$ cat src/rtl/uart_pkg.sv
// Shared UART register map, init constants and the init write table.
package uart_pkg;

  localparam logic [31:0] RBR_THR_DLL = 32'h0000_0000;
  localparam logic [31:0] IER_DLM     = 32'h0000_0004;
  localparam logic [31:0] FCR         = 32'h0000_0008;
  localparam logic [31:0] LCR         = 32'h0000_000C;

  localparam logic [7:0] LCR_DLAB_8N1     = 8'h83;
  localparam logic [7:0] LCR_8N1          = 8'h03;
  localparam logic [7:0] FCR_ENABLE_CLEAR = 8'h07;
  localparam logic [7:0] IER_NONE         = 8'h00;

  localparam int unsigned NUM_INIT_WRITES = 6;

  typedef enum logic [1:0] {
    INIT_SETUP,
    INIT_ACCESS,
    PASS,
    WAIT_IDLE
  } initState_e;

  typedef struct packed {
    logic [31:0] addr;
    logic [31:0] data;
  } apbWrite_t;

  // Address/data of the init write at the given step; the divisor is split over DLL/DLM.
  function automatic apbWrite_t initEntry(input logic [2:0] step, input logic [15:0] div);
    apbWrite_t entry;
    entry.addr = '0;
    entry.data = '0;
    case (step)
      3'd0: begin entry.addr = LCR;         entry.data = {24'h0, LCR_DLAB_8N1}; end
      3'd1: begin entry.addr = RBR_THR_DLL; entry.data = {24'h0, div[7:0]}; end
      3'd2: begin entry.addr = IER_DLM;     entry.data = {24'h0, div[15:8]}; end
      3'd3: begin entry.addr = LCR;         entry.data = {24'h0, LCR_8N1}; end
      3'd4: begin entry.addr = FCR;         entry.data = {24'h0, FCR_ENABLE_CLEAR}; end
      3'd5: begin entry.addr = IER_DLM;     entry.data = {24'h0, IER_NONE}; end
      default: begin entry.addr = '0;       entry.data = '0; end
    endcase
    return entry;
  endfunction

endpackage

$ cat src/rtl/uart_apb_init_ctrl.sv
// Sits between the SoC APB port and apb_uart: programs baud divisor, line format,
// FIFOs and interrupts after reset (or on request), then becomes a transparent bridge.
module uart_apb_init_ctrl
  import uart_pkg::*;
#(
  parameter int unsigned ClkFreqHz = 50000000,
  parameter int unsigned BaudRate  = 115200
) (
  input  logic        clk_i,
  input  logic        rst_i,
  // upstream APB slave (from SoC)
  input  logic        s_psel_i,
  input  logic        s_penable_i,
  input  logic        s_pwrite_i,
  input  logic [31:0] s_paddr_i,
  input  logic [31:0] s_pwdata_i,
  output logic [31:0] s_prdata_o,
  output logic        s_pready_o,
  output logic        s_pslverr_o,
  // downstream APB master (to apb_uart)
  output logic        m_psel_o,
  output logic        m_penable_o,
  output logic        m_pwrite_o,
  output logic [31:0] m_paddr_o,
  output logic [31:0] m_pwdata_o,
  input  logic [31:0] m_prdata_i,
  input  logic        m_pready_i,
  input  logic        m_pslverr_i,
  // control / status
  input  logic        reinit_i,
  output logic        init_done_o,
  output logic        init_err_o
);

  // Divisor rounded to nearest for 16x oversampling.
  localparam int unsigned DivFull  = (ClkFreqHz + 8 * BaudRate) / (16 * BaudRate);
  localparam logic [15:0] Div      = DivFull[15:0];
  localparam logic [2:0]  LastStep = 3'(NUM_INIT_WRITES - 1);

  if (DivFull < 1 || DivFull > 65535) begin : gen_div_check
    $error("uart_apb_init_ctrl: baud divisor %0d out of range 1..65535", DivFull);
  end

  initState_e state_q, state_d;
  logic [2:0] step_q, step_d;
  logic       pending_q, pending_d;
  logic       initErr_q, initErr_d;
  logic       setupNow, accessNow, passNow;
  apbWrite_t  entry;

  // State, step counter, pending-reinit flag and sticky error register.
  always_ff @(posedge clk_i) begin
    if (rst_i) begin
      state_q   <= INIT_SETUP;
      step_q    <= '0;
      pending_q <= 1'b0;
      initErr_q <= 1'b0;
    end else begin
      state_q   <= state_d;
      step_q    <= step_d;
      pending_q <= pending_d;
      initErr_q <= initErr_d;
    end
  end

  // Next state plus bus drive; WAIT_IDLE issues the first setup in the very cycle the SoC goes idle.
  always_comb begin
    state_d     = state_q;
    step_d      = step_q;
    pending_d   = pending_q;
    initErr_d   = initErr_q;
    setupNow    = 1'b0;
    accessNow   = 1'b0;
    passNow     = 1'b0;
    entry       = initEntry(step_q, Div);
    m_psel_o    = 1'b0;
    m_penable_o = 1'b0;
    m_pwrite_o  = 1'b0;
    m_paddr_o   = '0;
    m_pwdata_o  = '0;
    s_prdata_o  = '0;
    s_pready_o  = 1'b0;
    s_pslverr_o = 1'b0;

    case (state_q)
      INIT_SETUP: begin
        setupNow = 1'b1;
        state_d  = INIT_ACCESS;
      end
      INIT_ACCESS: begin
        accessNow = 1'b1;
        if (m_pready_i) begin
          initErr_d = initErr_q | m_pslverr_i;
          if (step_q == LastStep) begin
            state_d = PASS;
          end else begin
            step_d  = step_q + 3'd1;
            state_d = INIT_SETUP;
          end
        end
      end
      PASS: begin
        passNow = 1'b1;
        if (reinit_i) begin
          step_d = '0;
          if (s_psel_i) begin
            pending_d = 1'b1;
            state_d   = WAIT_IDLE;
          end else begin
            state_d = INIT_SETUP;
          end
        end
      end
      WAIT_IDLE: begin
        if (s_psel_i || !pending_q) begin
          passNow = 1'b1;
        end else begin
          setupNow  = 1'b1;
          pending_d = 1'b0;
          state_d   = INIT_ACCESS;
        end
      end
      default: state_d = INIT_SETUP;
    endcase

    if (!rst_i) begin
      if (passNow) begin
        m_psel_o    = s_psel_i;
        m_penable_o = s_penable_i;
        m_pwrite_o  = s_pwrite_i;
        m_paddr_o   = s_paddr_i;
        m_pwdata_o  = s_pwdata_i;
        s_prdata_o  = m_prdata_i;
        s_pready_o  = m_pready_i;
        s_pslverr_o = m_pslverr_i;
      end else if (setupNow || accessNow) begin
        m_psel_o    = 1'b1;
        m_penable_o = accessNow;
        m_pwrite_o  = 1'b1;
        m_paddr_o   = entry.addr;
        m_pwdata_o  = entry.data;
      end
    end
  end

  assign init_done_o = passNow & ~rst_i;
  assign init_err_o  = initErr_q;

endmodule
$ cat config.mk
export PLATFORM = sky130hd
export DESIGN_NAME = uart_apb_init_ctrl
export DESIGN_NICKNAME = d
export VERILOG_FILES = /design/src/rtl/uart_pkg.sv /design/src/rtl/uart_apb_init_ctrl.sv
export SDC_FILE = /design/constraint.sdc
export NUM_CORES = 1
export LEC_CHECK = 0
export BUFFER_PORTS_ARGS = -buffer_cell sky130_fd_sc_hd__buf_4
export CORE_AREA = 2 2 81 83
export DETAILED_ROUTE_END_ITERATION = 10
export DIE_AREA = 0 0 83 85
export PLACE_DENSITY = 0.75
export SYNTH_ARGS = -nofsm -noshare
export SYNTH_HDL_FRONTEND = slang
export SYNTH_SLANG_ARGS = --single-unit
$ cat constraint.sdc
create_clock -name clk_i -period 2.3 [get_ports clk_i]
set_input_delay 0.115 -clock clk_i [delete_from_list [all_inputs] [get_ports clk_i]]
set_output_delay 0.115 -clock clk_i [all_outputs]
set_load 0.1 [all_outputs]
# --- Yosys cells after proc, flatten, opt, wreduce, memory -nomap -nowiden ---
# Cells that the tools add are included.
word_totals:
  inputBits: 104
  register_bits: 7
  word_cells: 73
classes:
  muxes: 40
  n_reduce_logical: 12
  n_eq_ne: 13
  n_bitwise: 3
  add_sub_neg: 1
op_table:
  columns: ["operator", "count"]
  rows:
  - ["32-bit two-way mux", 8]
  - ["36-bit case mux with 5 select lines", 1]
  - ["1-bit two-way mux", 18]
  - ["2-bit two-way mux", 5]
  - ["2-bit != test, second input constant", 5]
  - ["3-bit two-way mux", 3]
  - ["2-bit case mux with 4 select lines", 1]
  - ["4-bit AND reduction", 2]
  - ["3-bit by 2-bit == test with 1-bit output, second input constant", 2]
  - ["3-bit == test, second input constant", 2]
  - ["1-bit case mux with 2 select lines", 3]
  - ["3-bit case mux with 2 select lines", 1]
  - ["2-bit == test, second input constant", 2]
  - ["2-bit nonzero test", 2]
  - ["3-bit by 1-bit adder with 3-bit output, second input constant", 1]
  - ["3-bit by 1-bit == test with 1-bit output, second input constant", 1]
  - ["3-bit zero test", 1]
  - ["3-bit AND reduction", 1]
  - ["2-bit by 1-bit == test with 1-bit output, second input constant", 1]
  - ["2-bit zero test", 1]
  - ["1-bit logical OR", 2]
  - ["2-bit AND reduction", 1]
  - ["2-bit OR reduction", 1]
  - ["1-bit bitwise AND", 1]
  - ["other kinds (3)", 3]

# --- Longest topological paths before layout ---
depth:
  word_depth: 8
  mapped_depth: 7
  mapped_depth_nobuf: 6

# --- Least setup slack after synthesis ---
# No wires, ideal clock.
synth_path:
  path_kind: "reg2out"
  from: "reg state_q[0]"
  to: "out m_psel_o"
  arrival_ps: 3318
  n_path_buf: 0
  slack_ps: -1133
  path_stages_with_launch: 7
  t_required_ps: 2185
  cell_sequence: "dfxtp_1 -> inv_1 -> ha_1 -> and4bb_2 -> a211o_1 -> nor2_1 -> nor3_1"
synth_via:
  elab_chain_cells: 6
synth_lines:
  columns: ["element", "line_no", "rtl"]
  rows:
  - ["start, declared", "uart_apb_init_ctrl.sv:44", "initState_e state_q, state_d;"]
  - ["start signal, assigned", "uart_apb_init_ctrl.sv:59", "state_q <= state_d;"]
  - ["2-bit == test (tied with other cells)", "uart_apb_init_ctrl.sv:85", "case (state_q)"]
  - ["1-bit case mux with 2 select lines or 1-bit two-way mux (tied branches)", "uart_apb_init_ctrl.sv:85", null]
  - ["1-bit logical OR", "uart_apb_init_ctrl.sv:136", "end else if (setupNow || accessNow) begin"]
  - ["1-bit two-way mux", "uart_apb_init_ctrl.sv:136", null]
  - ["1-bit two-way mux *", "uart_apb_init_ctrl.sv:127", "if (passNow) begin"]
  - ["1-bit two-way mux *", "uart_apb_init_ctrl.sv:126", "if (!rst_i) begin"]
  - ["end, declared", "uart_apb_init_ctrl.sv:21", "output logic m_psel_o,"]
# Mark *: on every way between the ends. The rest lies on a longest branch, timed or not.

# --- Worst setup path in the final report ---
layout_path:
  from: "reg state_q[0]"
  to: "out m_pwdata_o[4]"
layout_via:
  elab_chain_cells: 6
layout_lines:
  columns: ["element", "line_no", "rtl"]
  rows:
  - ["2-bit == test (tied with other cells)", "uart_apb_init_ctrl.sv:85", null]
  - ["1-bit case mux with 2 select lines or 1-bit two-way mux (tied branches)", "uart_apb_init_ctrl.sv:85", null]
  - ["1-bit logical OR", "uart_apb_init_ctrl.sv:136", null]
  - ["32-bit two-way mux", "uart_apb_init_ctrl.sv:136", null]
  - ["32-bit two-way mux *", "uart_apb_init_ctrl.sv:127", null]
  - ["32-bit two-way mux *", "uart_apb_init_ctrl.sv:126", null]
  - ["end, declared", "uart_apb_init_ctrl.sv:25", "output logic [31:0] m_pwdata_o,"]
# Marked as above.

==> results.sh <==
export IMPL_synth_top_area_share_pct=41.71
export IMPL_crit_chain="inv_1 -> ha_1 -> and4bb_2 -> a211o_4 -> nand4_1 -> a21oi_1 -> buf_4"
export IMPL_worstHoldStart="m_pslverr_i"
export IMPL_path_delay_family="simple AND/OR/NAND/NOR gates"
export IMPL_die_x_um=83
export IMPL_worst_pin_slew_ps=393.8
export IMPL_grt_first_pass_wirelength_mm=9.666
export IMPL_wirelength_mm=6.331
export IMPL_yosysTopAreaCell="and2_1"
export IMPL_worstSetupStartpointType="flip-flop"
export IMPL_timing_fmax_ghz=0.4495
export IMPL_n_antenna_cell=0
export IMPL_cts_root_buf="clkbuf_8"
export IMPL_first_pass_iters=4
export IMPL_crit_type="reg -> out"
export IMPL_dp_hpwl_mm=5.368
export IMPL_synth_area_per_cell_um2=6.750
export IMPL_cts_tree="yes"
export IMPL_synth_cell_types=34
export IMPL_outcome="finished, final reports clean"
export IMPL_drt_iter0_drc=35
export IMPL_finalHoldViolCount=0
export IMPL_holdWs_ps=168.2
export IMPL_timing_slew_headroom_pct=73.75
export IMPL_yosys_area_share_adder_pct=9.268
export IMPL_timing_rr_start="state_q[0]$_SDFFE_PP0P_"
export IMPL_cp_startpoint="state_q[0]$_SDFFE_PP0P_"
export IMPL_cp_arrival_ps=2110
export IMPL_drive_above_1_share_pct=59.55
export IMPL_grt_pass1_vias=1895
export IMPL_die_h_um=85
export IMPL_antenna_left=0
export IMPL_synth_area_um2=1350
export IMPL_critPathMaxFanout=7
export IMPL_start_util_pct=21.76
export IMPL_synth_compound_area_share_pct=14.55
export IMPL_seq_area_frac_synth_pct=10.38
export IMPL_vias_per_cell=4.251
export IMPL_synth_xor_area_share_pct=0
export IMPL_path_clk_slew_ps=40
export IMPL_vias=2019
export IMPL_wl_per_cell_um=13.33
export IMPL_grt_max_degree=91
export IMPL_layout_min_cycle_time_ps=2225
export IMPL_finClkSkew_ps=0.3710
export IMPL_maxCapViolCount=0
export IMPL_clk_path_buf_depth=2
export IMPL_grt_antenna_before_repair=0
export IMPL_cp_required_ps=2180
export IMPL_dpl_instance_area_um2=3032
export IMPL_final_nets=513
export IMPL_cts_sinks=7
export IMPL_dieArea_um2=7055
export IMPL_cp_num_cells=7
export IMPL_fin_cells=475
export IMPL_rsz0062_at_grt="no"
export IMPL_numCtsBuffers=3
export IMPL_synth_seq_cells=7
export IMPL_end_kind="output port"
export IMPL_slew_viol_final=0
export IMPL_period_share_pct=96.73
export IMPL_row_count=29
export IMPL_gr_total_overflow=0
export IMPL_ir_worst_vdd_v=0.0003885
export IMPL_grt_util_all_layers_pct=16.33
export IMPL_area_growth_pct=130.8
export IMPL_max_stage_delay_ps=390
export IMPL_synth_simple_area_share_pct=58.11
export IMPL_synth_warnings=0
export IMPL_dp_cells=471
export IMPL_htree_num_levels=1
export IMPL_synthesis_nets=314
export IMPL_synthTopCellsByArea="and2_1 42%, dfxtp_1 10%, ha_1 9.3%"
export IMPL_ioPinCount=207
export IMPL_core_area_um2=6205
export IMPL_synth_top_family_by_area="simple AND/OR/NAND/NOR gates"
export IMPL_whs_path_depth=3
export IMPL_syn_inst=200
export IMPL_clk_latency_ps=230
export IMPL_drc=0
export IMPL_p_leak_nw=1.688
export IMPL_power_density_nw_per_um2=242.0
export IMPL_final_area_um2=3115
export IMPL_reg2reg_depth=6
export IMPL_slowest_stage="dfxtp_1"
export IMPL_gp_congestion=0.8178
export IMPL_port_buffers=206
export IMPL_utilization_pct=50.21
export IMPL_setup_viol=0
export IMPL_hold_path_class="in -> reg"
export IMPL_muxShareOfSynthArea_pct=0
export IMPL_critPathBufInv=2
[registers in the layout, summed over array words and instances, names as in the netlist]
name,flops
state_q,2
init_err_o,1
step_q,3
pending_q,1
[layout by cell type (no fill, tap or decap), drive strengths merged, types with 3 or more instances in the layout]
| cell | instances |
|---|---|
| a211oi | 3 |
| a21oi | 12 |
| and2 | 90 |
| buf | 208 |
| clkbuf | 4 |
| dfxtp | 7 |
| ha | 10 |
| inv | 9 |
| nand2 | 15 |
| nand3 | 3 |
| nand4 | 3 |
| nor2 | 7 |
| nor3 | 6 |
| o31ai | 3 |
[worst min-delay path, delay by kind of cell]
kind            cells  cell delay (ps)
simple gates        1               80
compound gates      1               70
buf+inv             1               90
[power breakdown]
group	leakage, nW	switching (W)	internal (W)
sequential	0.0571	0.00000786	0.000128
clock	0.0228	0.0000561	0.000120
combinational	1.61	0.000252	0.000190
[per-stage QoR]
step | total power (W) | TNS, ps | setup WS (ps)
floorplan | 0.0003868 | -1516 | -600.8
global placement | 0.0005618 | 0 | 277.4
detailed placement | 0.0005683 | 0 | 151.7
CTS | 0.0007522 | 0 | 15.00
global route | 0.0007936 | 0 | 2.083
finish | 0.0007539 | 0 | 75.32
[cells by family after synthesis]
| logic type | Yosys count |
|---|---|
| AOI/OAI and AO/OA | 28 |
| adders and majority gates | 10 |
| buffers and inverters | 23 |
| DFF | 7 |
| and+or+nand+nor | 132 |
[synth_stat cells]
library cell	n
a211oi_2	1
nand2b_4	1
nand2_1	15
nor2_1	6
a21oi_2	1
a21oi_1	11
a31oi_1	1
a21o_1	1
nand3b_1	2
o21ai_0	2
and2_1	90
and3_1	1
inv_1	9
a211o_1	1
nand4_1	3
a21bo_2	1
a221oi_2	1
ha_1	10
clkbuf_2	8
nor2b_1	1
nor3_1	6
clkbuf_1	2
nand2b_1	1
nor2_4	1
dfxtp_1	7
and4bb_2	1
buf_4	1
buf_2	3
o31ai_1	3
o311a_1	1
a211oi_1	2
o211ai_1	2
nor3b_1	1
nand3_1	3
[routing by layer]
metal	vias to the layer above	global-route usage, %	share of wire (%)	routed length, um
li1	1041	-	-	-
met1	888	20.28	40	2531
met2	84	29.55	53	3335
met3	6	2.626	6.3	397
met4	0	3.875	1.0	66
met5	-	0	0	0
[final timing paths]
kind | slack (ps) | end
worst max-delay path | 80 | m_pwdata_o[4]
worst min-delay path | 170 | init_err_o$_SDFFE_PP0P_
worst min register to register | 490 | init_err_o$_SDFFE_PP0P_
worst max register to register | 610 | state_q[1]$_SDFFE_PP0P_
[layout make-up]
cell class              instances  area [um^2]
flip-flops and latches          7        140.1
repair buffers                208         1589
multi-input cells             170         1211
inverters                       9        33.78
well taps                      77        96.34
clock buffers                   4        45.04
fillers                       611         3089
[timing repair]
action                     CTS  global route
pin swaps                    0             0
setup endpoints to repair    4            18
resized for setup            3             5
hold buffers                 0             0
buffers inserted             0             0
Note: power is estimated with default switching activity, not from simulation.
